[src/rtl/fish_alarm_pkg.sv]
`default_nettype none
// +------------------------------------------------------------------+
// | fish_alarm_pkg : shared states, source codes and pattern helper   |
// | Rev 1.0                                                           |
// +------------------------------------------------------------------+
package fish_alarm_pkg;

  typedef enum logic [1:0] {
    ST_IDLE = 2'd0,
    ST_ON   = 2'd1,
    ST_OFF  = 2'd2,
    ST_MUTE = 2'd3
  } state_t;

  // Lower code means higher priority.
  localparam logic [1:0] SRC_NONE  = 2'd0;
  localparam logic [1:0] SRC_GAS   = 2'd1;
  localparam logic [1:0] SRC_TEMP  = 2'd2;
  localparam logic [1:0] SRC_LEVEL = 2'd3;

  function automatic int unsigned off_len(input logic [1:0] src, input int unsigned off_ticks);
    return (src == SRC_LEVEL) ? 3 * off_ticks : off_ticks;
  endfunction

endpackage
`default_nettype wire

[src/rtl/alarm_debounce.sv]
`default_nettype none
// +------------------------------------------------------------------+
// | alarm_debounce : 2-FF synchroniser plus tick-based level filter   |
// | Rev 1.0                                                           |
// +------------------------------------------------------------------+
module alarm_debounce
  import fish_alarm_pkg::*;
#(
  parameter int DEB_TICKS = 20
) (
  input  logic clk,
  input  logic rst_n,
  input  logic tick,
  input  logic din,
  output logic dout
);

  localparam int              c_cw   = $clog2(DEB_TICKS + 1);
  localparam logic [c_cw-1:0] c_last = c_cw'(DEB_TICKS - 1);

  logic            r_s1;
  logic            r_s2;
  logic            r_dout;
  logic [c_cw-1:0] r_cnt;

  always_ff @(posedge clk or negedge rst_n) begin
    if (!rst_n) begin
      r_s1   <= 1'b0;
      r_s2   <= 1'b0;
      r_dout <= 1'b0;
      r_cnt  <= '0;
    end else begin
      r_s1 <= din;
      r_s2 <= r_s1;
      if (r_s2 == r_dout) begin
        r_cnt <= '0;
      end else if (tick) begin
        // The tick that completes DEB_TICKS stable ticks accepts the level.
        if (r_cnt == c_last) begin
          r_dout <= r_s2;
          r_cnt  <= '0;
        end else begin
          r_cnt <= r_cnt + 1'b1;
        end
      end
    end
  end

  assign dout = r_dout;

endmodule
`default_nettype wire

[src/rtl/fish_alarm_scheduler.sv]
`default_nettype none
// +------------------------------------------------------------------+
// | fish_alarm_scheduler : priority buzzer sharing for gas/temp/level |
// | Rev 1.0                                                           |
// +------------------------------------------------------------------+
module fish_alarm_scheduler #(
  parameter int TICK_DIV   = 50000,
  parameter int DEB_TICKS  = 20,
  parameter int ON_TICKS   = 200,
  parameter int OFF_TICKS  = 300,
  parameter int MUTE_TICKS = 30000
) (
  input  logic       clk,
  input  logic       rst_n,
  input  logic       mq2_data,
  input  logic       temp_alarm,
  input  logic       level_alarm,
  input  logic       ack,
  output logic       buzzer,
  output logic [1:0] active_src,
  output logic       muted
);

  import fish_alarm_pkg::*;

  localparam int c_pw        = (TICK_DIV > 1) ? $clog2(TICK_DIV) : 1;
  localparam int c_phase_max = (ON_TICKS > 3 * OFF_TICKS) ? ON_TICKS : 3 * OFF_TICKS;
  localparam int c_hw        = $clog2(c_phase_max + 1);
  localparam int c_mw        = $clog2(MUTE_TICKS + 1);

  localparam logic [c_pw-1:0] c_pre_last   = c_pw'(TICK_DIV - 1);
  localparam logic [c_hw-1:0] c_on_last    = c_hw'(ON_TICKS - 1);
  localparam logic [c_hw-1:0] c_off_last_t = c_hw'(off_len(SRC_TEMP, OFF_TICKS) - 1);
  localparam logic [c_hw-1:0] c_off_last_l = c_hw'(off_len(SRC_LEVEL, OFF_TICKS) - 1);
  localparam logic [c_mw-1:0] c_mute_load  = c_mw'(MUTE_TICKS);

  logic [c_pw-1:0] r_pre;
  logic            w_tick;

  always_ff @(posedge clk or negedge rst_n) begin
    if (!rst_n)                  r_pre <= '0;
    else if (r_pre == c_pre_last) r_pre <= '0;
    else                         r_pre <= r_pre + 1'b1;
  end

  assign w_tick = (r_pre == c_pre_last);

  logic w_gas;
  logic w_temp;
  logic w_level;

  alarm_debounce #(.DEB_TICKS(DEB_TICKS)) u_gas (
    .clk(clk), .rst_n(rst_n), .tick(w_tick), .din(mq2_data), .dout(w_gas)
  );
  alarm_debounce #(.DEB_TICKS(DEB_TICKS)) u_temp (
    .clk(clk), .rst_n(rst_n), .tick(w_tick), .din(temp_alarm), .dout(w_temp)
  );
  alarm_debounce #(.DEB_TICKS(DEB_TICKS)) u_level (
    .clk(clk), .rst_n(rst_n), .tick(w_tick), .din(level_alarm), .dout(w_level)
  );

  state_t          r_state, w_state;
  logic [1:0]      r_cur, w_cur;
  logic [1:0]      r_msrc, w_msrc;
  logic [c_hw-1:0] r_phase, w_phase;
  logic [c_mw-1:0] r_mute, w_mute;
  logic [1:0]      w_sel;
  logic            w_cur_act;
  logic            w_preempt;
  logic [c_hw-1:0] w_off_last;
  logic [1:0]      w_src;

  always_comb begin
    w_sel = SRC_NONE;
    if (w_gas)        w_sel = SRC_GAS;
    else if (w_temp)  w_sel = SRC_TEMP;
    else if (w_level) w_sel = SRC_LEVEL;
  end

  always_comb begin
    w_cur_act = 1'b0;
    case (r_cur)
      SRC_GAS:   w_cur_act = w_gas;
      SRC_TEMP:  w_cur_act = w_temp;
      SRC_LEVEL: w_cur_act = w_level;
      default:   w_cur_act = 1'b0;
    endcase
  end

  assign w_preempt  = (w_sel != SRC_NONE) && (w_sel < r_cur);
  assign w_off_last = (r_cur == SRC_LEVEL) ? c_off_last_l : c_off_last_t;

  always_comb begin
    w_state = r_state;
    w_cur   = r_cur;
    w_msrc  = r_msrc;
    w_phase = r_phase;
    w_mute  = r_mute;
    case (r_state)
      ST_IDLE: begin
        if (w_sel != SRC_NONE) begin
          w_state = ST_ON;
          w_cur   = w_sel;
          w_phase = '0;
        end
      end
      ST_ON, ST_OFF: begin
        // Event priority: preempt, then source drop, then ack.
        if (w_preempt) begin
          w_state = ST_ON;
          w_cur   = w_sel;
          w_phase = '0;
        end else if (!w_cur_act) begin
          w_phase = '0;
          if (w_sel != SRC_NONE) begin
            w_state = ST_ON;
            w_cur   = w_sel;
          end else begin
            w_state = ST_IDLE;
          end
        end else if (ack) begin
          w_state = ST_MUTE;
          w_msrc  = r_cur;
          w_mute  = c_mute_load;
        end else if (r_state == ST_ON) begin
          // Gas sounds continuously, so its phase counter never runs.
          if ((r_cur != SRC_GAS) && w_tick) begin
            if (r_phase == c_on_last) begin
              w_state = ST_OFF;
              w_phase = '0;
            end else begin
              w_phase = r_phase + 1'b1;
            end
          end
        end else if (w_tick) begin
          if (r_phase == w_off_last) begin
            w_state = ST_ON;
            w_phase = '0;
          end else begin
            w_phase = r_phase + 1'b1;
          end
        end
      end
      ST_MUTE: begin
        if ((w_sel != SRC_NONE) && (w_sel < r_msrc)) begin
          w_state = ST_ON;
          w_cur   = w_sel;
          w_phase = '0;
        end else if ((r_mute == '0) || (w_sel == SRC_NONE)) begin
          w_state = ST_IDLE;
        end else if (w_tick) begin
          w_mute = r_mute - 1'b1;
        end
      end
      default: w_state = ST_IDLE;
    endcase
  end

  always_comb begin
    w_src = SRC_NONE;
    case (w_state)
      ST_ON, ST_OFF: w_src = w_cur;
      ST_MUTE:       w_src = w_msrc;
      default:       w_src = SRC_NONE;
    endcase
  end

  logic       r_buzzer;
  logic [1:0] r_src;
  logic       r_muted;

  always_ff @(posedge clk or negedge rst_n) begin
    if (!rst_n) begin
      r_state  <= ST_IDLE;
      r_cur    <= SRC_NONE;
      r_msrc   <= SRC_NONE;
      r_phase  <= '0;
      r_mute   <= '0;
      r_buzzer <= 1'b1;
      r_src    <= SRC_NONE;
      r_muted  <= 1'b0;
    end else begin
      r_state  <= w_state;
      r_cur    <= w_cur;
      r_msrc   <= w_msrc;
      r_phase  <= w_phase;
      r_mute   <= w_mute;
      r_buzzer <= (w_state != ST_ON);
      r_src    <= w_src;
      r_muted  <= (w_state == ST_MUTE);
    end
  end

  assign buzzer     = r_buzzer;
  assign active_src = r_src;
  assign muted      = r_muted;

endmodule
`default_nettype wire

[config.mk]
export PLATFORM = sky130hd
export DESIGN_NAME = fish_alarm_scheduler
export DESIGN_NICKNAME = d
export VERILOG_FILES = /design/src/rtl/fish_alarm_pkg.sv /design/src/rtl/alarm_debounce.sv /design/src/rtl/fish_alarm_scheduler.sv
export SDC_FILE = /design/constraint.sdc
export NUM_CORES = 1
export LEC_CHECK = 0
export CORE_MARGIN = 2
export CORE_UTILIZATION = 43
export DETAILED_ROUTE_END_ITERATION = 6
export PLACE_DENSITY = 0.57
export SLEW_MARGIN = 25
export SYNTH_ARGS = -nofsm -noshare
export SYNTH_HDL_FRONTEND = slang
export SYNTH_SLANG_ARGS = --single-unit
[constraint.sdc]
create_clock -name clk -period 9 [get_ports clk]
set_clock_uncertainty 0.1 [all_clocks]
set_input_delay 2.7 -clock clk [delete_from_list [all_inputs] [get_ports clk]]
set_output_delay 2.7 -clock clk [all_outputs]
set_load 0.005 [all_outputs]
Yosys cells after proc, flatten, opt, wreduce, memory -nomap -nowiden
Index checks and enable logic that the tools add are counted.
{"block": "word_totals", "reg_bits": 75, "input_bits": 6}
{"block": "classes", "n_bitwise": 3, "n_addsub": 6, "n_reduce_logical": 19, "eq_ne": 31, "order_cmp": 2, "muxes": 56}
{"op": "two-way mux 10 bit", "n": 11}
{"op": "two-way mux 15 bit", "n": 6}
{"op": "two-way mux 5 bit", "n": 9}
{"op": "two-way mux 2 bit", "n": 22}
{"op": "case mux 10 bit (3 select lines)", "n": 1}
{"op": "case mux 15 bit (2 select lines)", "n": 1}
{"op": "adder 16 x 1 -> 16 bit (second input constant)", "n": 1}
{"op": "== test 16 bit (second input constant)", "n": 1}
{"op": "two-way mux 16 bit", "n": 1}
{"op": "!= test 2 bit (second input constant)", "n": 8}
{"op": "adder 5 x 1 -> 5 bit (second input constant)", "n": 3}
{"op": "== test 5 bit (second input constant)", "n": 3}
{"op": "zero test 15 bit", "n": 1}
{"op": "subtractor 15 x 1 -> 15 bit (second input constant)", "n": 1}
{"op": "== test 2 bit (second input constant)", "n": 6}
{"op": "case mux 2 bit (3 select lines)", "n": 2}
{"op": "adder 10 x 1 -> 10 bit (second input constant)", "n": 1}
{"op": "== test 10 bit", "n": 1}
{"op": "== test 10 x 8 -> 1 bit (second input constant)", "n": 1}
{"op": "!= test 5 bit (second input constant)", "n": 2}
{"op": "nonzero test 2 bit", "n": 5}
{"op": "AND reduction 3 bit", "n": 3}
{"op": "AND reduction 7 bit", "n": 1}
{"op": "== test 2 x 1 -> 1 bit (second input constant)", "n": 3}
{"op": "other kinds (13)", "n": 23}

Logic depth before layout (Yosys ltp)
{"block": "logic_depth", "depth_word": 13, "ltp_mapped": 14, "ltp_nobuf": 13}

Cells and area by module
Synthesis repeated with hierarchy kept, for this count alone.
{"block": "hier_totals", "hier_cells": 403, "hier_area_um2": 4011.3}
{"mod": "fish_alarm_scheduler", "seq_area_each_um2": 1277.5, "n_inst": 1, "cells_per_inst": 310, "area_each_um2": 2911.5}
{"mod": "alarm_debounce", "seq_area_each_um2": 200.2, "n_inst": 3, "cells_per_inst": 31, "area_each_um2": 366.6}

Least setup slack after synthesis
OpenSTA, ideal clock, no wires.
{"block": "synth_path", "path_type": "in2reg", "startpoint": "input ack", "endpoint": "register r_src[0] (netlist: active_src[0])", "setup_slack_ns": 4.813, "arrival_ns": 3.966, "setup_ns": 0.122, "required_ns": 8.778, "n_path_buf": 0, "cell_stages": 4, "path_cell_list": "nand2_1 > nor4_1 > mux2_2 > a32o_1"}
{"block": "synth_between", "elab_cells_between_ends": 13, "classes_between": "eq/ne: 3; mux: 9; reduce/logical: 1"}
{"element": "start, declared", "line_no": "fish_alarm_scheduler.sv:18", "rtl": "input logic ack,"}
{"element": "two-way mux 2 bit", "line_no": "fish_alarm_scheduler.sv:121", "rtl": "end else if (ack) begin"}
{"element": "two-way mux 2 bit", "line_no": "fish_alarm_scheduler.sv:113", "rtl": "end else if (!w_cur_act) begin"}
{"element": "two-way mux 2 bit", "line_no": "fish_alarm_scheduler.sv:109", "rtl": "if (w_preempt) begin"}
{"element": "two-way mux 2 bit", "line_no": "fish_alarm_scheduler.sv:99", "rtl": "case (r_state)"}
{"element": "named net w_msrc[0]", "line_no": "fish_alarm_scheduler.sv:64", "rtl": "logic [1:0] r_msrc, w_msrc;"}
{"element": "case mux 2 bit (2 select lines)", "line_no": "fish_alarm_scheduler.sv:161", "rtl": "case (w_state)"}
{"element": "named net w_src[0]", "line_no": "fish_alarm_scheduler.sv:71", "rtl": "logic [1:0] w_src;"}
{"element": "end signal, assigned", "line_no": "fish_alarm_scheduler.sv:189", "rtl": "r_src <= w_src;"}
{"element": "end, declared", "line_no": "fish_alarm_scheduler.sv:169", "rtl": "logic [1:0] r_src;"}
The timed path passes the listed nets, and every way through them passes these cells.
A chain may end at the register's enable or synchronous reset.

Worst setup path after layout
{"block": "layout_path", "startpoint": "input ack", "endpoint": "register r_mute[7]"}
{"block": "layout_between", "elab_chain_cells": 2}
{"element": "!= test 2 bit (no source line)"}
{"element": "AND reduction 7 bit (no source line)"}
{"element": "end signal, assigned", "line_no": "fish_alarm_scheduler.sv:187", "rtl": "r_mute <= w_mute;"}
{"element": "end, declared", "line_no": "fish_alarm_scheduler.sv:66", "rtl": "logic [c_mw-1:0] r_mute, w_mute;"}
No other way between the ends.

==> metrics.md <==
| Metric | Value |
|---|---|
| Antenna Cells | `0` |
| Register-to-register path setup slack | `5.58 ns` |
| Power per cell area | `around 180 mW/mm2` |
| Clock tree from TritonCTS | `yes` |
| Width of the die | `103 um` |
| Total internal power | `0.569 mW` |
| Crit path max fanout | `13` |
| Top post-synthesis cells by count | `74 x sky130_fd_sc_hd__dfrtp_1, 39 x sky130_fd_sc_hd__nand2_1, 29 x sky130_fd_sc_hd__o21ai_0, 26 x sky130_fd_sc_hd__nor2_1, 24 x sky130_fd_sc_hd__nor3_1` |
| Post-route fraction of the period consumed by the critical path | `50.5%` |
| Sinks on Clock Net | `75` |
| Total count of max-transition violations in the final report | `0` |
| DR WL/cell | `15.2 um` |
| Insertion delay to the later sink of the worst-skew pair | `0.34 ns` |
| Final count of hold timing violations | `0` |
| Critical path arrival | `4.67 ns` |
| Port Buffers | `9` |
| Proportion of synthesized chip area in sequential cells | `44.9%` |
| Effective utilization at floorplan | `43.6%` |
| Maximum number of pins on one net before global-route repair | `76` |
| Net count after synthesis | `between 400 and 500` |
| Worst min path class | `flop to flop` |
| Sum of internal, switching and leakage power | `0.837 mW` |
| Cell taking the most area after synthesis | `sky130_fd_sc_hd__dfrtp_1` |
| Yosys top cell area share | `approximately 44%` |
| Clock Path Buffers | `2` |
| Post-synthesis to final-layout area growth | `10.5%` |
| Setup slack of the critical path after layout | `around 4.5 ns` |
| Min Hold Slack | `between 0.2 and 0.3 ns` |
| Count of TritonRoute iterations in the first routing pass | `4` |
| Critical Path Start Type | `input pin` |
| Die Ht | `103 um` |
| Mean instance size in the synthesized netlist | `~9.3 um2` |
| Most common cell in the synthesized netlist | `sky130_fd_sc_hd__dfrtp_1` |
| Buffer type at the clock tree root | `sky130_fd_sc_hd__clkbuf_8` |
| Num CTS Buffers | `9` |
| Minimum setup slack after placement | `3.82 ns` |
| Number of violations of the max-capacitance limit | `0` |
| Outcome | `finished clean` |
| Placeable core area | `0.00959 mm2` |
| Post-synth EDFFs | `0` |
| Half-perimeter wire length after placement | `6120 um` |
| Share of post-route cells with drive strength above 1 | `7.19%` |
| First-pass GRT wire length | `~16000 um` |
| Post-CTS Repair Setup Buffers | `0` |
| Starting DRT DRC Count | `118` |
| Setup repair after global routing missed its margin | `no` |
| Crit path capture type | `flop` |
| Share of power burned in combinational logic | `23.3%` |
| Flip-flop and latch count after synthesis | `75` |
| P_leak | `1.96 nW` |
| Min cycle time layout | `4.54 ns` |
| WHS Path Cells | `0` |
| Number of fillers in the final layout | `899` |
| Synth cell types | `57` |
| Final routed DRC violation total | `0` |
| Setup_tns | `0 ns` |
| Async SR Flop Fraction | `100%` |
| Share of power burned in the clock network | `31.2%` |
| Leftover overflow at the end of global routing | `0` |
| Level count of the clock H-tree | `3` |
| GPL Wtd Cong | `0.882` |
| Post-Syn Instances | `449` |
| Number of global-route vias before repair | `3289` |
| Worst slew margin relative to its limit | `between 30% and 40%` |
| Count of hold-fix buffers inserted at cts | `0` |
| FF/Latch Area | `0.00188 mm2` |
| Combined area of the multi-input logic cells | `about 0.0022 mm2` |
| Number of ports placed on the die boundary | `10` |
| PostCTS Resize Cnt | `0` |
| Mapped Area | `0.00419 mm2` |
| Clock input transition at the sequential cells of the worst setup and hold paths | `roughly 0.080 ns` |
| Total wire length | `8990 um` |
| Most area-consuming cells after synthesis | `sky130_fd_sc_hd__dfrtp_1 44%, sky130_fd_sc_hd__ha_1 4.8%, sky130_fd_sc_hd__nand2_1 3.5%, sky130_fd_sc_hd__o21ai_0 3.5%, sky130_fd_sc_hd__o31ai_1 3.2%` |
| Routed via count divided by cell count | `about 5.7` |
| Sequence of cells on the critical path | `clkdlybuf4s50_1, inv_1, o41ai_4, nand2_1, o311ai_0` |
| Maximum clock rate | `around 220 MHz` |
| Final net count | `476` |
| Crit Path Class | `input pin to flop` |
| Aggregate global-route resource usage | `18.6%` |
| Vias after detailed routing | `between 3000 and 4000` |
| Post-route cell area | `0.00462 mm2` |
| R2R cell count | `11` |
| Setup-failing EPs final | `0` |
| Antenna Violating Nets Remaining | `0` |
| Worst endpoint required time | `9.13 ns` |
| Worst path max stage delay | `0.72 ns` |
| Proportion of total power due to net switching | `32.1%` |
| Measured slew at the worst slew-check pin | `roughly 1 ns` |
| Slowest cell on crit path | `sky130_fd_sc_hd__o41ai_4` |
| Synthesis warning total | `0` |
| Ys flop type | `sky130_fd_sc_hd__dfrtp_1` |
| Cell area reported after detailed placement | `about 0.0044 mm2` |
| Worst ir drop on vdd | `0.0000919 V` |
| Area enclosed by the die boundary | `~0.011 mm2` |
| Reported net switching power | `0.269 mW` |
| Initial antenna violation count | `0` |
| Cell row count | `36` |
| Share of total power in sequential cells | `between 40% and 50%` |
==> layout make-up <==
class                      instances  area share, %
inverter                          20           1.62
clock inverter                     4           1.06
sequential                        75           40.6
multi-input combinational        336           47.5
clock buffer                      12           3.14
tap                              133           3.60
timing repair buffer              12           2.46
==> routing by layer <==
metal	global-route usage, %	routed length, um	vias up
met5	0	0	-
li1	-	-	1676
met4	5.64	123	0
met3	3.12	187	11
met1	25.6	4520	1644
met2	30.1	4160	33
==> critical path, delay by kind of cell <==
| kind | cells | cell delay (ns) |
|---|---|---|
| buffers and inverters | 2 | 0.68 |
| AO/OA/AOI/OAI | 2 | 1.08 |
| AND/OR/NAND/NOR | 1 | 0.22 |
==> per-stage QoR <==
step	std cells	utilization, %
2_1_floorplan	449	-
3_3_place_gp	576	46.0
3_5_place_dp	576	46.0
4_1_cts	592	48.0
5_1_grt	592	48.2
6_report	592	48.2
==> layout by cell type (no fill, tap or decap), types with 4 or more instances in the layout <==
cell / instances
sky130_fd_sc_hd__xor2_1: 10
sky130_fd_sc_hd__nand2_1: 39
sky130_fd_sc_hd__a31oi_1: 9
sky130_fd_sc_hd__dfrtp_1: 74
sky130_fd_sc_hd__nand4_1: 10
sky130_fd_sc_hd__nor4_1: 4
sky130_fd_sc_hd__ha_1: 16
sky130_fd_sc_hd__o21ai_0: 29
sky130_fd_sc_hd__nand3_1: 16
sky130_fd_sc_hd__nor3_1: 24
sky130_fd_sc_hd__nor2_1: 26
sky130_fd_sc_hd__a21oi_1: 21
sky130_fd_sc_hd__and3_1: 9
sky130_fd_sc_hd__nor2b_1: 10
sky130_fd_sc_hd__clkdlybuf4s50_1: 8
sky130_fd_sc_hd__o41ai_1: 4
sky130_fd_sc_hd__nor3b_1: 5
sky130_fd_sc_hd__o31ai_1: 18
sky130_fd_sc_hd__or4_1: 7
sky130_fd_sc_hd__clkbuf_8: 10
sky130_fd_sc_hd__mux2_2: 4
sky130_fd_sc_hd__and4_1: 4
sky130_fd_sc_hd__nand2b_1: 4
sky130_fd_sc_hd__xnor2_1: 9
sky130_fd_sc_hd__or3_1: 12
sky130_fd_sc_hd__inv_1: 20
==> state kept, by name, indices dropped and copies added, names as in the netlist, 2 cells and up <==
register / flops
u_gas.r_cnt: 5
u_temp.r_cnt: 5
r_pre: 16
r_mute: 15
active_src: 2
u_level.r_cnt: 5
r_msrc: 2
r_phase: 10
r_state: 2
r_cur: 2
==> final timing paths <==
kind                                    startpoint                       to
max                                            ack    r_mute[7]$_DFFE_PN0P_
min                           u_gas.r_s1$_DFF_PN0_     u_gas.r_s2$_DFF_PN0_
max reg2reg                u_temp.dout$_DFFE_PN0P_  active_src[0]$_DFF_PN0_
min reg2reg                   u_gas.r_s1$_DFF_PN0_     u_gas.r_s2$_DFF_PN0_
max in group asynchronous                    rst_n      r_msrc[0]$_DFF_PN0_
min in group asynchronous                    rst_n   r_phase[1]$_DFFE_PN0P_
==> cell families (layout without fill, tap and decap cells) <==
family                   after synthesis  after routing  synth area share, %
buffers and inverters                 38             48                 3.47
multiplexers                           6              6                 1.55
AO/OA/AOI/OAI                        109            109                 17.1
flip-flops                            75             75                 44.9
XOR/XNOR                              19             19                 3.97
AND/OR/NAND/NOR                      186            186                 24.3
adder cells (fa/ha/maj)               16             16                 4.78
==> power groups by stage <==
stage	Combinational, mW	Sequential [mW]	Clock (mW)
2_1_floorplan	0.142	0.382	0
3_3_place_gp	0.188	0.387	0
3_5_place_dp	0.190	0.388	0
4_1_cts	0.193	0.381	0.271
5_1_grt	0.222	0.385	0.286
6_report	0.195	0.381	0.261
(Power assumes the default switching activity.)
